[src/rtl/coproc_pkg.sv]
// -----------------------------------------------------------------------------
// coproc_pkg
// Shared types and defaults for the matrix coprocessor sequencer.
//   seq_state_t    : sequencer FSM states
//   addr_region_t  : RAM region selector used by the address generator
//   DEF_DATA_W     : default RAM word / element width
//   DEF_ADDR_W     : default RAM address width
//   DEF_MAX_DIM    : default largest legal matrix dimension N
//   HDR_OFS        : offset of the header word (holding N) from the base address
// -----------------------------------------------------------------------------
package coproc_pkg;

  localparam int DEF_DATA_W  = 8;
  localparam int DEF_ADDR_W  = 8;
  localparam int DEF_MAX_DIM = 5;
  localparam int HDR_OFS     = 0;

  typedef enum logic [2:0] {
    S_IDLE,
    S_RD_HDR,
    S_CHK,
    S_RD_A,
    S_RD_B,
    S_OP,
    S_WR,
    S_FIN
  } seq_state_t;

  typedef enum logic [1:0] {
    REG_HDR,
    REG_A,
    REG_B,
    REG_C
  } addr_region_t;

endpackage

[src/rtl/seq_addr_gen.sv]
// -----------------------------------------------------------------------------
// seq_addr_gen
// Combinational RAM address generator for the matrix sequencer.
// Layout: header at base, A[k] at base+1+k, B[k] at base+1+nsq+k,
// C[k] at base+1+2*nsq+k. All arithmetic wraps at ADDR_W bits.
// Ports:
//   base   in  ADDR_W  address of the header word
//   nsq    in  ADDR_W  number of elements (N*N)
//   k      in  ADDR_W  element index
//   region in  2       region select (HDR/A/B/C)
//   addr   out ADDR_W  resulting RAM address
// -----------------------------------------------------------------------------
module seq_addr_gen
  import coproc_pkg::*;
#(
  parameter int ADDR_W = DEF_ADDR_W
) (
  input  logic [ADDR_W-1:0] base,
  input  logic [ADDR_W-1:0] nsq,
  input  logic [ADDR_W-1:0] k,
  input  addr_region_t      region,
  output logic [ADDR_W-1:0] addr
);

  logic [ADDR_W-1:0] elem_base;

  // First element slot sits one word past the header.
  assign elem_base = base + ADDR_W'(1);

  always_comb begin
    addr = base + ADDR_W'(HDR_OFS);
    case (region)
      REG_HDR: addr = base + ADDR_W'(HDR_OFS);
      REG_A:   addr = elem_base + k;
      REG_B:   addr = elem_base + nsq + k;
      REG_C:   addr = elem_base + nsq + nsq + k;
      default: addr = base + ADDR_W'(HDR_OFS);
    endcase
  end

endmodule

[src/rtl/matrix_op_sequencer.sv]
// -----------------------------------------------------------------------------
// matrix_op_sequencer
// Sequences an element-wise matrix operation over a single-port RAM:
// reads N from the header, then for each element k reads A[k] and B[k],
// presents them to a combinational datapath and writes C[k] back.
//
// Optional feature (macro MATRIX_SEQ_PERF_EN): adds a 16-bit saturating
// cycle_count output counting busy cycles of the most recent run.
//
// Ports:
//   clk          in   1       system clock
//   rst_n        in   1       asynchronous active-low reset
//   start        in   1       run request, only honoured in IDLE
//   busy         out  1       run in progress (cycle after start .. done)
//   done         out  1       one-cycle end-of-run pulse
//   err          out  1       last run aborted on an illegal N
//   mem_addr     out  ADDR_W  RAM address
//   mem_wdata    out  DATA_W  RAM write data
//   mem_we       out  1       RAM write enable
//   mem_rdata    in   DATA_W  RAM read data (RD_LAT cycles after address)
//   op_a, op_b   out  DATA_W  operands to the datapath
//   op_valid     out  1       operands valid (OP state)
//   op_result    in   DATA_W  datapath result
//   cycle_count  out  16      busy-cycle counter (MATRIX_SEQ_PERF_EN only)
// -----------------------------------------------------------------------------
module matrix_op_sequencer
  import coproc_pkg::*;
#(
  parameter int DATA_W    = DEF_DATA_W,
  parameter int ADDR_W    = DEF_ADDR_W,
  parameter int MAX_DIM   = DEF_MAX_DIM,
  parameter int RD_LAT    = 1,
  parameter int BASE_ADDR = 0
) (
  input  logic              clk,
  input  logic              rst_n,
  input  logic              start,
  output logic              busy,
  output logic              done,
  output logic              err,
  output logic [ADDR_W-1:0] mem_addr,
  output logic [DATA_W-1:0] mem_wdata,
  output logic              mem_we,
  input  logic [DATA_W-1:0] mem_rdata,
  output logic [DATA_W-1:0] op_a,
  output logic [DATA_W-1:0] op_b,
  output logic              op_valid,
  input  logic [DATA_W-1:0] op_result
`ifdef MATRIX_SEQ_PERF_EN
  ,
  output logic [15:0]       cycle_count
`endif
);

  localparam logic [ADDR_W-1:0] BASE = ADDR_W'(BASE_ADDR);
  localparam logic [1:0]        LAT  = 2'(RD_LAT);

  seq_state_t        state_q, state_d;
  logic [1:0]        wait_q, wait_d;
  logic [DATA_W-1:0] n_q, n_d;
  logic [ADDR_W-1:0] nsq_q, nsq_d;
  logic [ADDR_W-1:0] k_q, k_d;
  logic [DATA_W-1:0] op_a_q, op_a_d;
  logic [DATA_W-1:0] op_b_q, op_b_d;
  logic [DATA_W-1:0] wdata_q, wdata_d;
  logic              err_q, err_d;
  addr_region_t      region;
  logic [ADDR_W-1:0] n_ext;
  logic              n_illegal;

  assign n_ext     = ADDR_W'(n_q);
  assign n_illegal = (n_q == '0) || (n_q > DATA_W'(MAX_DIM));

  seq_addr_gen #(
    .ADDR_W (ADDR_W)
  ) u_addr_gen (
    .base   (BASE),
    .nsq    (nsq_q),
    .k      (k_q),
    .region (region),
    .addr   (mem_addr)
  );

  always_ff @(posedge clk or negedge rst_n) begin
    if (!rst_n) begin
      state_q <= S_IDLE;
      wait_q  <= '0;
      n_q     <= '0;
      nsq_q   <= '0;
      k_q     <= '0;
      op_a_q  <= '0;
      op_b_q  <= '0;
      wdata_q <= '0;
      err_q   <= 1'b0;
    end else begin
      state_q <= state_d;
      wait_q  <= wait_d;
      n_q     <= n_d;
      nsq_q   <= nsq_d;
      k_q     <= k_d;
      op_a_q  <= op_a_d;
      op_b_q  <= op_b_d;
      wdata_q <= wdata_d;
      err_q   <= err_d;
    end
  end

  always_comb begin
    state_d = state_q;
    wait_d  = wait_q;
    n_d     = n_q;
    nsq_d   = nsq_q;
    k_d     = k_q;
    op_a_d  = op_a_q;
    op_b_d  = op_b_q;
    wdata_d = wdata_q;
    err_d   = err_q;
    region  = REG_HDR;

    case (state_q)
      // The header address is already on the bus while idle, so the
      // header read effectively starts in the start cycle and RD_HDR
      // only needs RD_LAT cycles.
      S_IDLE: begin
        if (start) begin
          state_d = S_RD_HDR;
          err_d   = 1'b0;
          wait_d  = '0;
        end
      end

      S_RD_HDR: begin
        if (wait_q == LAT - 2'd1) begin
          n_d     = mem_rdata;
          wait_d  = '0;
          state_d = S_CHK;
        end else begin
          wait_d = wait_q + 2'd1;
        end
      end

      S_CHK: begin
        if (n_illegal) begin
          err_d   = 1'b1;
          state_d = S_FIN;
        end else begin
          nsq_d   = n_ext * n_ext;
          k_d     = '0;
          wait_d  = '0;
          state_d = S_RD_A;
        end
      end

      // Operand addresses are first issued on entry, so data arrives
      // RD_LAT cycles later, i.e. when wait_q reaches RD_LAT.
      S_RD_A: begin
        region = REG_A;
        if (wait_q == LAT) begin
          op_a_d  = mem_rdata;
          wait_d  = '0;
          state_d = S_RD_B;
        end else begin
          wait_d = wait_q + 2'd1;
        end
      end

      S_RD_B: begin
        region = REG_B;
        if (wait_q == LAT) begin
          op_b_d  = mem_rdata;
          wait_d  = '0;
          state_d = S_OP;
        end else begin
          wait_d = wait_q + 2'd1;
        end
      end

      S_OP: begin
        region  = REG_C;
        wdata_d = op_result;
        state_d = S_WR;
      end

      S_WR: begin
        region = REG_C;
        if (k_q == nsq_q - ADDR_W'(1)) begin
          state_d = S_FIN;
        end else begin
          k_d     = k_q + ADDR_W'(1);
          state_d = S_RD_A;
        end
      end

      S_FIN: begin
        state_d = S_IDLE;
      end

      default: begin
        state_d = S_IDLE;
      end
    endcase
  end

  assign busy      = (state_q != S_IDLE);
  assign done      = (state_q == S_FIN);
  assign err       = err_q;
  assign mem_we    = (state_q == S_WR);
  assign mem_wdata = wdata_q;
  assign op_a      = op_a_q;
  assign op_b      = op_b_q;
  assign op_valid  = (state_q == S_OP);

`ifdef MATRIX_SEQ_PERF_EN
  logic [15:0] count_q, count_d;

  always_ff @(posedge clk or negedge rst_n) begin
    if (!rst_n) begin
      count_q <= '0;
    end else begin
      count_q <= count_d;
    end
  end

  always_comb begin
    count_d = count_q;
    if ((state_q == S_IDLE) && start) begin
      count_d = '0;
    end else if ((state_q != S_IDLE) && (count_q != 16'hFFFF)) begin
      count_d = count_q + 16'd1;
    end
  end

  assign cycle_count = count_q;
`endif

endmodule

[config.mk]
export PLATFORM = sky130hd
export DESIGN_NAME = matrix_op_sequencer
export DESIGN_NICKNAME = d
export VERILOG_FILES = /design/src/rtl/coproc_pkg.sv /design/src/rtl/seq_addr_gen.sv /design/src/rtl/matrix_op_sequencer.sv
export SDC_FILE = /design/constraint.sdc
export NUM_CORES = 1
export LEC_CHECK = 0
export ABC_AREA = 1
export BUFFER_PORTS_ARGS = -buffer_cell sky130_fd_sc_hd__buf_2
export CAP_MARGIN = 0
export CORE_MARGIN = 10
export CORE_UTILIZATION = 30
export CTS_CLUSTER_DIAMETER = 40
export CTS_CLUSTER_SIZE = 28
export DETAILED_ROUTE_END_ITERATION = 10
export PLACE_DENSITY_LB_ADDON = 0.15
export SYNTH_ARGS = -nofsm -noshare
export SYNTH_HDL_FRONTEND = slang
export SYNTH_SLANG_ARGS = --single-unit
export TNS_END_PERCENT = 30
[constraint.sdc]
create_clock -name clk -period 3.1 [get_ports clk]
set_input_delay 0.155 -clock clk [delete_from_list [all_inputs] [get_ports clk]]
set_output_delay 0.155 -clock clk [all_outputs]
set_load 0.02 [all_outputs]
==> results.toml <==
[run_status]
status = "finished, violations left"
violations = "setup timing"

[placed_design]
numPlacedInstances = 764
port_buffers = 55
gp_congestion = 0.8061
place_area_sq_um = 4561
dpl.hpwl_um = 7997

[clock_network]
clkSlewWorstSetupHoldPaths_ps = 80
cts.sinks = 53
cts.path.max_buffers = 2
ctsHtreeMaxLevel = 2
clk_latency_ps = 300
cts_tree = "built"
cts_buffers = 5
post_cts_buffers = 0
root_buffer = "clkbuf_16"

[worst_setup_path]
rrSetupSlack_ps = -90
r2r_start = "n_ext[1]$_DFFE_PN0P_"
arrival_ps = 3380
path_common_cell = "nand2_1"
start_kind = "flop"
required_ps = 3290
crit_path_top_delay_cell = "fa_1"
path_class = "reg -> reg"
crit_chain = "nand2_4 > xor2_1 > ha_1 > o21bai_1 > fa_1 > ha_1 > inv_1 > fa_1 > inv_2 > ha_4 > nand2_1 > o21ai_2 > xor2_1 > nand2_1 > nand3_2 > nand2_1"
crit_start = "n_ext[1]$_DFFE_PN0P_"
worstSetupEndpoint = "nsq_q[7]$_DFFE_PN0P_"
rr_worst_depth = 16
endpoint_kind = "flop"
rr_endpoint = "nsq_q[7]$_DFFE_PN0P_"
slowest_delay_ps = 490
cp_max_fo = 4

[yosys]
yosys_warnings = 0
synthCells = 539
post-synth-top-count-cell = "nand2_1"
synthTopCellsByArea = "dfrtp_1 (33%), nand2_1 (15%), ha_1 (10%)"
yosys-top-cells-count = "nand2_1 (163), inv_1 (75), dfrtp_1 (53), ha_1 (33), nand3_1 (33)"
yosysUniqueCellTypes = 36
synth_nets = 601
avgSynthCellArea_sq_um = 7.435
syn_area_sq_um = 4008
seq_area_frac_synth_pct = 33.09
ys_async_sr_fraction_pct = 100.0
ys.flop_type = "dfrtp_1"
synth_seq_cells = 53
synth_edf_count = 0
yosys.area.top_type = "dfrtp_1"
netlist.area_leader.share_pct = 33.09

[global_route]
antenna_found_initial = 0
grtUsageMet3_pct = 3.338
met2_usage_pct = 17.52
met1_usage_pct = 14.58
overflow = 0
grt_max_degree = 29
grt_most_used_layer = "met2"
grt_pass1_wl_um = 16880
grt_pass1_vias = 3538
grt_use_total_pct = 11.05

[routing]
dr_total_vias = 3438
dr.pass1.iters = 4
postRouteAntennaNets = 0
drtIter0Drc = 133
vias_per_cell = 4.448
drt_wl_total_um = 9915
wl_per_cell_um = 12.83
drc = 0

[layout]
post_layout_nonfiller_instances = 773
multiInputGateArea_sq_um = 2342
seqCellArea_sq_um = 1330
syn_to_final_growth_pct = 18.83
fin_nets = 658
n_fill_cell = 1400
drive_gt1_share_pct = 20.94
insertedDiodeCount = 0
stdcell_area_sq_um = 4762

[die]
core_sq_um = 13190
die_y_um = 135.6
die_area_sq_um = 18380
io_pins = 56
initial_utilization_pct = 30.38
num_rows = 42
die_x_um = 135.6

[pwr]
vdd_ir_drop_max_mv = 0.3971
cellLeakagePower_uw = 0.002555
power_density_nw_per_um2 = 1101

[timing]
slew_headroom_pct = 58.62
min_period_ps = 3193
fin_crit_sh_pct = 103.0
fin_worst_skew_ps = 7.441
hold_viol_final = 0
slew_viol_final = 0
max_freq_ghz = 0.3132
setup_viol_count_final = 2
rsz0062_at_grt = "yes"
tns_ps = -149.9
worst_slack_ps = -92.55
tightest_slew_ps = 620.7

[hold_path]
hold_depth = 3
holdCritPathClass = "in -> reg"

[flow_run]
maxCapViolCount = 0
-- critical path: cells and delay by family, from the launching register on --
family | cells | cell delay (ps)
fa+ha+maj | 5 | 1640
simple gates | 5 | 310
compound gates | 2 | 280
xor+xnor | 2 | 340
buf+inv | 2 | 90
flops | 1 | 420
-- report_power, final --
group	switching [uW]	internal [uW]
clock	268	327
combinational	1990	1390
sequential	286	985
total	2540	2700
-- logic make-up after synthesis --
| logic type | synth area share, % |
|---|---|
| flip-flops | 33.09 |
| AO/OA/AOI/OAI | 9.023 |
| XOR/XNOR | 4.371 |
| AND/OR/NAND/NOR | 27.91 |
| buffers and inverters | 10.30 |
| adder cells (fa/ha/maj) | 15.30 |
-- metrics by stage --
| step | utilization [%] | hold WS [ps] | worst slack [ps] | total power (uW) |
|---|---|---|---|---|
| 2_1_floorplan | - | -140.6 | -68.48 | 3607 |
| 3_3_place_gp | 34.58 | 208.3 | -123.3 | 4536 |
| 3_5_place_dp | 34.58 | 209.4 | -177.8 | 4587 |
| 4_1_cts | 35.90 | 51.22 | -150.9 | 5243 |
| 5_1_grt | 36.10 | 61.58 | -290.0 | 5828 |
| 6_report | 36.10 | 56.02 | -92.55 | 5242 |
-- per-layer routing --
metal	up-vias	share of wire, %
li1	1799	-
met1	1570	49
met2	63	44
met3	6	6.0
met4	0	0.76
met5	-	0
-- state kept, by name, summed over array words and instances, names as in the netlist --
| name | flops |
|---|---|
| nsq_q | 7 |
| n_ext | 8 |
| k_q | 8 |
| err | 1 |
| wait_q | 2 |
| mem_wdata | 8 |
| op_a | 8 |
| state_q | 3 |
| op_b | 8 |
-- cell type report --
| class | instances | share of cell area, % |
|---|---|---|
| clock buffers | 6 | 2.916 |
| clock inverters | 2 | 0.3678 |
| inverters | 82 | 6.463 |
| multi-input cells | 382 | 49.19 |
| flip-flops and latches | 53 | 27.93 |
| well taps | 176 | 4.624 |
| repair buffers | 72 | 8.513 |
-- placed cells by master (no fill, tap or decap), drive strengths merged, types with 8 or more instances in the layout --
master and count:
buf 71, fa 10, o21ai 35, a21oi 11
xnor2 12, inv 83, nand3 33, xor2 8
ha 33, dfrtp 53, nor2 36, nand2 168
-- worst min-delay path by stage --
stage / startpoint / to / slack (ps)
CTS: op_result[1] / mem_wdata[1]$_DFFE_PN0P_ / 50
global placement: rst_n / mem_wdata[4]$_DFFE_PN0P_ / 210
finish: op_result[1] / mem_wdata[1]$_DFFE_PN0P_ / 60
global route: op_result[1] / mem_wdata[1]$_DFFE_PN0P_ / 60
floorplan: rst_n / err$_DFFE_PN0P_ / -140
detailed placement: rst_n / mem_wdata[5]$_DFFE_PN0P_ / 210
-- what timing repair did --
| item | 4_1_cts | 5_1_grt |
|---|---|---|
| pin swaps | 2 | 7 |
| hold endpoints to repair | 27 | 0 |
| hold buffers | 1 | 0 |
| resized for setup | 3 | 8 |
| endpoints found under the setup margin | 2 | 5 |
(Power assumes the default switching activity.)
